$ cat config.mk
export PLATFORM = sky130hd
export DESIGN_NAME = sum_display_driver
export DESIGN_NICKNAME = d
export VERILOG_FILES = /design/src/rtl/sum_display_driver.sv
export SDC_FILE = /design/constraint.sdc
export NUM_CORES = 1
export LEC_CHECK = 0
export CELL_PAD_IN_SITES_DETAIL_PLACEMENT = 1
export CELL_PAD_IN_SITES_GLOBAL_PLACEMENT = 2
export CORE_AREA = 5 5 87 89
export CTS_CLUSTER_SIZE = 40
export DETAILED_ROUTE_END_ITERATION = 8
export DIE_AREA = 0 0 92 94
export PLACE_DENSITY_LB_ADDON = 0.1
export SLEW_MARGIN = 30
export SYNTH_ARGS = -nofsm -noshare
export SYNTH_HDL_FRONTEND = slang
export SYNTH_SLANG_ARGS = --single-unit
$ cat constraint.sdc
create_clock -name clk -period 3.8 [get_ports clk]
set_clock_uncertainty 0.2 [all_clocks]
set_input_delay 0.38 -clock clk [delete_from_list [all_inputs] [get_ports clk]]
set_output_delay 0.38 -clock clk [all_outputs]
set_load 0.005 [all_outputs]
$ cat src/rtl/sum_display_driver.sv
// sum_display_driver: latches a 5-bit sum on load (ready=idle), converts it to BCD by shift-add-3 into bcd_out, and multiplexes the two digits onto seg/digit_sel
module sum_display_driver #(
  parameter int REFRESH_DIV = 1024,
  parameter bit BLANK_LZ    = 1'b1
) (
  input  logic       clk,
  input  logic       rst,
  input  logic [4:0] sum_in,
  input  logic       load,
  output logic       ready,
  output logic [7:0] bcd_out,
  output logic [6:0] seg,
  output logic       digit_sel
);
  localparam int CW = (REFRESH_DIV > 2) ? $clog2(REFRESH_DIV) : 1;
  typedef enum logic {IDLE, CONVERT} state_t;
  state_t      r_state, w_state_nxt;
  logic [12:0] r_sr, w_sr_nxt;
  logic [3:0]  w_units;
  logic [2:0]  r_iter;
  logic [CW-1:0] r_cnt;
  logic        w_wrap, w_sel_nxt, w_blank;
  logic [3:0]  w_digit;
  logic [6:0]  w_seg_nxt;
  assign ready = r_state == IDLE;
  always_comb begin
    w_units     = r_sr[8:5] >= 4'd5 ? r_sr[8:5] + 4'd3 : r_sr[8:5];
    w_sr_nxt    = {r_sr[12:9], w_units, r_sr[4:0]} << 1;
    w_state_nxt = r_state == IDLE ? (load ? CONVERT : IDLE) : (r_iter == 3'd4 ? IDLE : CONVERT);
  end
  always_ff @(posedge clk) begin
    if (rst) begin
      r_state <= IDLE;
      r_sr    <= '0;
      r_iter  <= '0;
      bcd_out <= '0;
    end else begin
      r_state <= w_state_nxt;
      if (r_state == IDLE && load) begin
        r_sr   <= {8'd0, sum_in};
        r_iter <= '0;
      end else if (r_state == CONVERT) begin
        r_sr   <= w_sr_nxt;
        r_iter <= r_iter + 3'd1;
        if (r_iter == 3'd4) bcd_out <= w_sr_nxt[12:5];
      end
    end
  end
  // seg is decoded from the digit that will be selected after this edge so both update together
  always_comb begin
    w_wrap    = r_cnt == CW'(REFRESH_DIV - 1);
    w_sel_nxt = digit_sel ^ w_wrap;
    w_digit   = w_sel_nxt ? bcd_out[7:4] : bcd_out[3:0];
    w_blank   = BLANK_LZ && w_sel_nxt && bcd_out[7:4] == 4'd0;
    case (w_digit)
      4'd0:    w_seg_nxt = 7'b0111111;
      4'd1:    w_seg_nxt = 7'b0000110;
      4'd2:    w_seg_nxt = 7'b1011011;
      4'd3:    w_seg_nxt = 7'b1001111;
      4'd4:    w_seg_nxt = 7'b1100110;
      4'd5:    w_seg_nxt = 7'b1101101;
      4'd6:    w_seg_nxt = 7'b1111101;
      4'd7:    w_seg_nxt = 7'b0000111;
      4'd8:    w_seg_nxt = 7'b1111111;
      4'd9:    w_seg_nxt = 7'b1101111;
      default: w_seg_nxt = 7'b0000000;
    endcase
    if (w_blank) w_seg_nxt = 7'b0000000;
  end
  always_ff @(posedge clk) begin
    if (rst) begin
      r_cnt     <= '0;
      digit_sel <= 1'b0;
      seg       <= '0;
    end else begin
      r_cnt     <= w_wrap ? '0 : r_cnt + 1'b1;
      digit_sel <= w_sel_nxt;
      seg       <= w_seg_nxt;
    end
  end
endmodule

---- Yosys cells after proc, flatten, opt, wreduce, memory -nomap -nowiden ----
Memories as Yosys holds them, arrays and structs flattened. A register that Yosys moved wholly into a read port is not among the register bits.
Cells that the tools add are included.
storage, ports and cells
  output and inout bits ................... 17
  bits in read-only memories .............. 112
  bits in registers ....................... 35
  bits of input ports ..................... 8
  memories ................................ 1
operators by class
  reduce and logical (&&, ||, !) cells .... 8
  mux-type cells .......................... 7
  equal/unequal tests ..................... 2
  bitwise gates (word level) .............. 3
  order comparisons ....................... 1
  $add $sub $neg .......................... 3
memory list
  memory           words  bits a word  read ports  clocked after Yosys merged registers in  wr ports  line  RTL
  (no name shown)  16     7            1           1                                        0         55    case (w_digit)
operators by type and width
  operator                 count
  $add A10 B1 Y10 const B  1
  $eq A10 B10 Y1 const B   1
  $mux W5                  2
  $mux W4                  2
  $reduce_or A2 Y1         3
  $add A4 B2 Y4 const B    1
  $ge A4 B3 Y1 const B     1
  $logic_not A4 Y1         1
  $add A3 B1 Y3 const B    1
  $eq A3 B3 Y1 const B     1
  $mux W1                  3
  $reduce_and A3 Y1        1
  $logic_and A1 B1 Y1      2
  $not A1 Y1               2
  $reduce_bool A2 Y1       1
  $xor A1 B1 Y1            1

---- Depth between registers and ports, before layout ----
  depth in word-level cells ............... 4
  depth in mapped cells ................... 12
  depth with buffers taken out ............ 11

---- Worst setup path after synthesis ----
No wires, ideal clock.
  path kind ............................... register to register
  start point ............................. register r_cnt[0]
  end point ............................... register seg[1]
  slack ................................... 1011 ps
  stages on the path, launching flop included .. 10
  buffers on the path ..................... 1
  arrival time ............................ 2515 ps
  data required time ...................... 3526 ps
  cells stage by stage .................... dfxtp_1 ha_1 nand4_1 o31ai_2 and2_1 buf_6 mux2_1 ha_1 or3_1 a31oi_1
on the way
  word-level cells in the longest chain between the ends .. 4
RTL lines
  element                            line  RTL
  start, declared                    21    logic [CW-1:0] r_cnt;
  start signal, assigned             76    r_cnt <= w_wrap ? '0 : r_cnt + 1'b1;
  $eq A10 B10 Y1 *                   51    w_wrap = r_cnt == CW'(REFRESH_DIV - 1);
  $xor A1 B1 Y1 *                    52    w_sel_nxt = digit_sel ^ w_wrap;
  $logic_and A1 B1 Y1                54    w_blank = BLANK_LZ && w_sel_nxt && bcd_out[7:4] == 4'd0;
  $reduce_or A2 Y1 (no source line)  -
  end, declared                      12    output logic [6:0] seg,
Mark *: on every way between the ends. The rest lies on a longest branch, timed or not.
A chain may end at the register's enable or synchronous reset.

---- Final worst setup path ----
  start point ............................. register r_cnt[0]
  end point ............................... register seg[5]
Same word-level chain as after synthesis.

==> run_results.csv <==
group,metric,value,unit
critical_path,cp_num_buf_inv,2,
global_route,globalRouteMet2Util,0.209,
routing,drt-total-wl,5320,um
clocking,clock_root_buffer,"sky130_fd_sc_hd__clkbuf_8",
sta,total_neg_setup_slack,0,ns
job,reported_max_cap_violation_count,0,
sta,achievable-frequency,0.314,GHz
cells_and_area,finalNetCount,292,
clocking,cts_hold_buf,0,
critical_path,rr_worst_depth,11,
sta,worst_pin_slew,0.776,ns
sta,final-hold-violation-count,0,
die,fp.coreArea,6680,um^2
synthesis,syn_avg_cell_area,8.45,um^2
synthesis,multiplexer_share_of_the_synthesized_area,0.0662,
critical_path,crit_type,"flip-flop to flip-flop",
sta,grt_setup_unrepaired,"false",
power_and_ir_drop,p_leak,0.963,nW
global_route,grt_max_degree,26,
power_and_ir_drop,share_clk_of_total_power,0.455,
routing,drt_pass1_iterations,4,
placed_design,dp_cells,346,
placed_design,port-buffer-count,24,
power_and_ir_drop,p_int,0.746,mW
clocking,cts.reportedPaths.clkPinSlew,0.09,ns
global_route,met3_usage,0.0288,
routing,antenna_violating_nets_post_route,0,
clocking,cts-resized-gates,0,
clocking,tritoncts,"yes",
die,die_x,92,um
global_route,vias_in_the_first_global_route,1804,
power_and_ir_drop,power_frac_seq,0.481,
die,placementRows,30,
power_and_ir_drop,power.share.switching,0.220,
min_path,holdPathEnd,"bcd_out[7]",
critical_path,cp_max_fo,10,
global_route,grtUsageTotal,0.131,
synthesis,syn-num-nets,274,
die,vertical_die_dimension,94,um
synthesis,post_synth_inst_count,255,
cells_and_area,drive_gt1_frac,0.0547,
power_and_ir_drop,fin_total_pwr,0.956,mW
synthesis,synthAdderAreaFrac,0.0638,
synthesis,synth.cell_area,2160,um^2
critical_path,crit_path_top_delay_cell,"sky130_fd_sc_hd__and2_1",
cells_and_area,antenna-diode-count,0,
clocking,cts.sinks,42,
synthesis,synthTopCellsByCount,"42 x sky130_fd_sc_hd__dfxtp_1, 28 x sky130_fd_sc_hd__nor2_1, 25 x sky130_fd_sc_hd__nand2_1",
sta,setup_viol_count_final,0,
clocking,largest_buffer_count_on_any_clock_path,2,
critical_path,setup.worst_path.end_class,"flip-flop",
global_route,wire_length_of_the_first_global_routing_pass,8940,um
min_path,worst_hold_startpoint,"r_sr[11]",
critical_path,critical-path-top-delay-family,"simple AND/OR/NAND/NOR gates",
synthesis,synthArstFlopShare,0,
synthesis,synth_most_common_cell,"sky130_fd_sc_hd__dfxtp_1",
routing,drc_errors,0,
status,run_status,"complete, no violations",
critical_path,reg2reg_slack,0.62,ns
power_and_ir_drop,p_per_area,371,nW/um^2
synthesis,synth_enable_flop_cells,0,
synthesis,synth_compound_gate_area_share,0.156,
die,ios,25,
sta,worst_slack,0.617,ns
cells_and_area,instances_no_fill,354,
synthesis,share_of_synthesized_area_occupied_by_flip_flops_and_latches,0.390,
synthesis,yosys.area.top_type,"sky130_fd_sc_hd__dfxtp_1",
critical_path,timing.critical_path.cells,"ha_1 -> nand4_1 -> o31ai_2 -> and2_1 -> mux2_1 -> inv_1 -> ha_1 -> inv_1 -> nor3_1 -> o31ai_1 -> a21oi_1",
routing,wl_per_cell,15.0,um
synthesis,synth.top_cells.by_area,"sky130_fd_sc_hd__dfxtp_1 39%, sky130_fd_sc_hd__ha_1 6.4%, sky130_fd_sc_hd__a21oi_1 5.6%, sky130_fd_sc_hd__mux2i_1 5.6%, sky130_fd_sc_hd__nor2_1 4.9%",
routing,route.vias.total,1818,
synthesis,synth_xor_area_frac,0.0447,
critical_path,critical_path.max_stage_delay,0.41,ns
clocking,cts_htree_levels,2,
min_path,hp-class,"flip-flop to flip-flop",
critical_path,reg_to_reg_start,"r_cnt[0]",
sta,layout_worst_path_cycle_share,0.838,
synthesis,synth_top_cell_area_share,0.390,
global_route,globalRoute.busiestLayer,"met2",
global_route,grt_remaining_overflow,0,
critical_path,worstPathRequired,3.84,ns
synthesis,yosys_register_bits,42,
synthesis,synth_flop_cell,"sky130_fd_sc_hd__dfxtp_1",
clocking,post_cts.repair.setup_buffers,0,
synthesis,yosysUniqueCellTypes,45,
die,start_util,0.323,
global_route,grt_antenna_before_repair,0,
clocking,cts_buf_count,5,
placed_design,hpwl_reported_at_the_end_of_detailed_placement,3840,um
cells_and_area,area.growth.synth_to_final,19.6,%
critical_path,critical_path.reg2reg.endpoint,"seg[5]",
power_and_ir_drop,p_sw,0.210,mW
power_and_ir_drop,peakVddDrop,0.000173,V
global_route,met1_usage,0.173,
placed_design,place_congestion,0.761,
critical_path,setup.worst_path.start_class,"flip-flop",
synthesis,synth_top_family_by_area,"simple AND/OR/NAND/NOR gates",
synthesis,simple_gate_portion_of_the_synthesized_area,0.226,
placed_design,place_ws,0.633,ns
sta,finalCriticalPeriod,3.18,ns
sta,slew_viol_final,0,
die,die-area,8650,um^2
min_path,holdPathStages,2,
clocking,insertion_delay,0.30,ns
synthesis,warnings_from_yosys,0,
power_and_ir_drop,comb_power_share,0.063,
routing,avgViaCountPerCell,5.14,
sta,timing.slew.headroom,0.479,
routing,detail_route.iter0.violations,44,
critical_path,cp.arrival,3.22,ns
[worst max-delay path by stage]
stage	from	to	slack, ns	depth (start not counted)
after floorplan	r_cnt[0]	seg[1]	1.01	9
after global routing	r_cnt[0]	seg[5]	0.34	11
final	r_cnt[0]	seg[5]	0.62	11
after detailed placement	r_cnt[0]	seg[5]	0.63	11
after global placement	r_cnt[0]	seg[1]	0.74	8
after CTS	r_cnt[0]	seg[5]	0.61	11
[cells in the final DEF (no fill, tap or decap), types with 2 or more instances in the layout]
cell	count
sky130_fd_sc_hd__clkbuf_8	5
sky130_fd_sc_hd__ha_1	11
sky130_fd_sc_hd__a211oi_1	2
sky130_fd_sc_hd__nand2b_1	7
sky130_fd_sc_hd__nand4_1	4
sky130_fd_sc_hd__nand3_1	6
sky130_fd_sc_hd__bufinv_16	2
sky130_fd_sc_hd__xnor2_1	6
sky130_fd_sc_hd__mux2_1	2
sky130_fd_sc_hd__dfxtp_1	42
sky130_fd_sc_hd__and4b_1	2
sky130_fd_sc_hd__xor2_1	5
sky130_fd_sc_hd__o21ai_0	7
sky130_fd_sc_hd__buf_4	2
sky130_fd_sc_hd__clkdlybuf4s50_1	24
sky130_fd_sc_hd__and4_1	2
sky130_fd_sc_hd__inv_1	12
sky130_fd_sc_hd__a31oi_1	4
sky130_fd_sc_hd__nor3_1	11
sky130_fd_sc_hd__o21ai_1	2
sky130_fd_sc_hd__or3_1	4
sky130_fd_sc_hd__nor2_1	28
sky130_fd_sc_hd__a21oi_1	24
sky130_fd_sc_hd__and3_1	2
sky130_fd_sc_hd__nand2_1	25
sky130_fd_sc_hd__a211o_1	2
sky130_fd_sc_hd__mux2i_1	12
[power by group through the flow]
stage,Sequential (mW),Combinational [mW],Clock [mW]
finish,0.460,0.0605,0.435
global route,0.462,0.0675,0.465
CTS,0.460,0.0617,0.452
detailed placement,0.470,0.0617,0
global placement,0.470,0.0616,0
floorplan,0.469,0.0368,0
[worst register-to-register path: cells and delay by family (launching register included)]
family	cells	cell delay [ns]
flip-flops	1	0.40
multiplexers	1	0.41
AND/OR/NAND/NOR	3	0.83
buffers and inverters	2	0.20
AO/OA/AOI/OAI	3	0.63
adder cells (fa/ha/maj)	2	0.46
[sequential cells by signal, summed over array words and instances (netlist names)]
name / cells
bcd_out: 8
digit_sel: 1
r_cnt: 10
r_iter: 3
r_sr: 12
r_state: 1
seg: 7
[stage by stage]
| step | hold WS (ns) | utilization | instance area [um^2] |
|---|---|---|---|
| final | 0.273 | 0.386 | 2580 |
| after global routing | 0.311 | 0.386 | 2580 |
| after CTS | 0.278 | 0.386 | 2580 |
| after detailed placement | 0.256 | 0.365 | 2440 |
| after global placement | 0.249 | 0.365 | 2440 |
| after floorplan | 0.231 | - | 2160 |
[logic make-up after synthesis]
group / Yosys count
adders and majority gates: 11
and+or+nand+nor: 97
AOI/OAI and AO/OA: 53
xor gates and xnor gates: 11
buffers and inverters: 27
muxes: 14
DFF: 42
[final cells by class]
type	count	area (um^2)
Fill cell	801	4100
Multi-Input combinational cell	186	1200
Sequential cell	42	841
Timing Repair Buffer	26	255
Tap cell	80	100
Clock buffer	5	68.8
Clock inverter	3	68.8
Inverter	12	45.0
[routing by layer]
layer / routed length, um / vias up
met1: 2780 / 847
li1: - / 925
met2: 2230 / 38
met4: 81 / 0
met5: 0 / -
met3: 227 / 8
No activity file was read; power rests on OpenSTA's default activity.
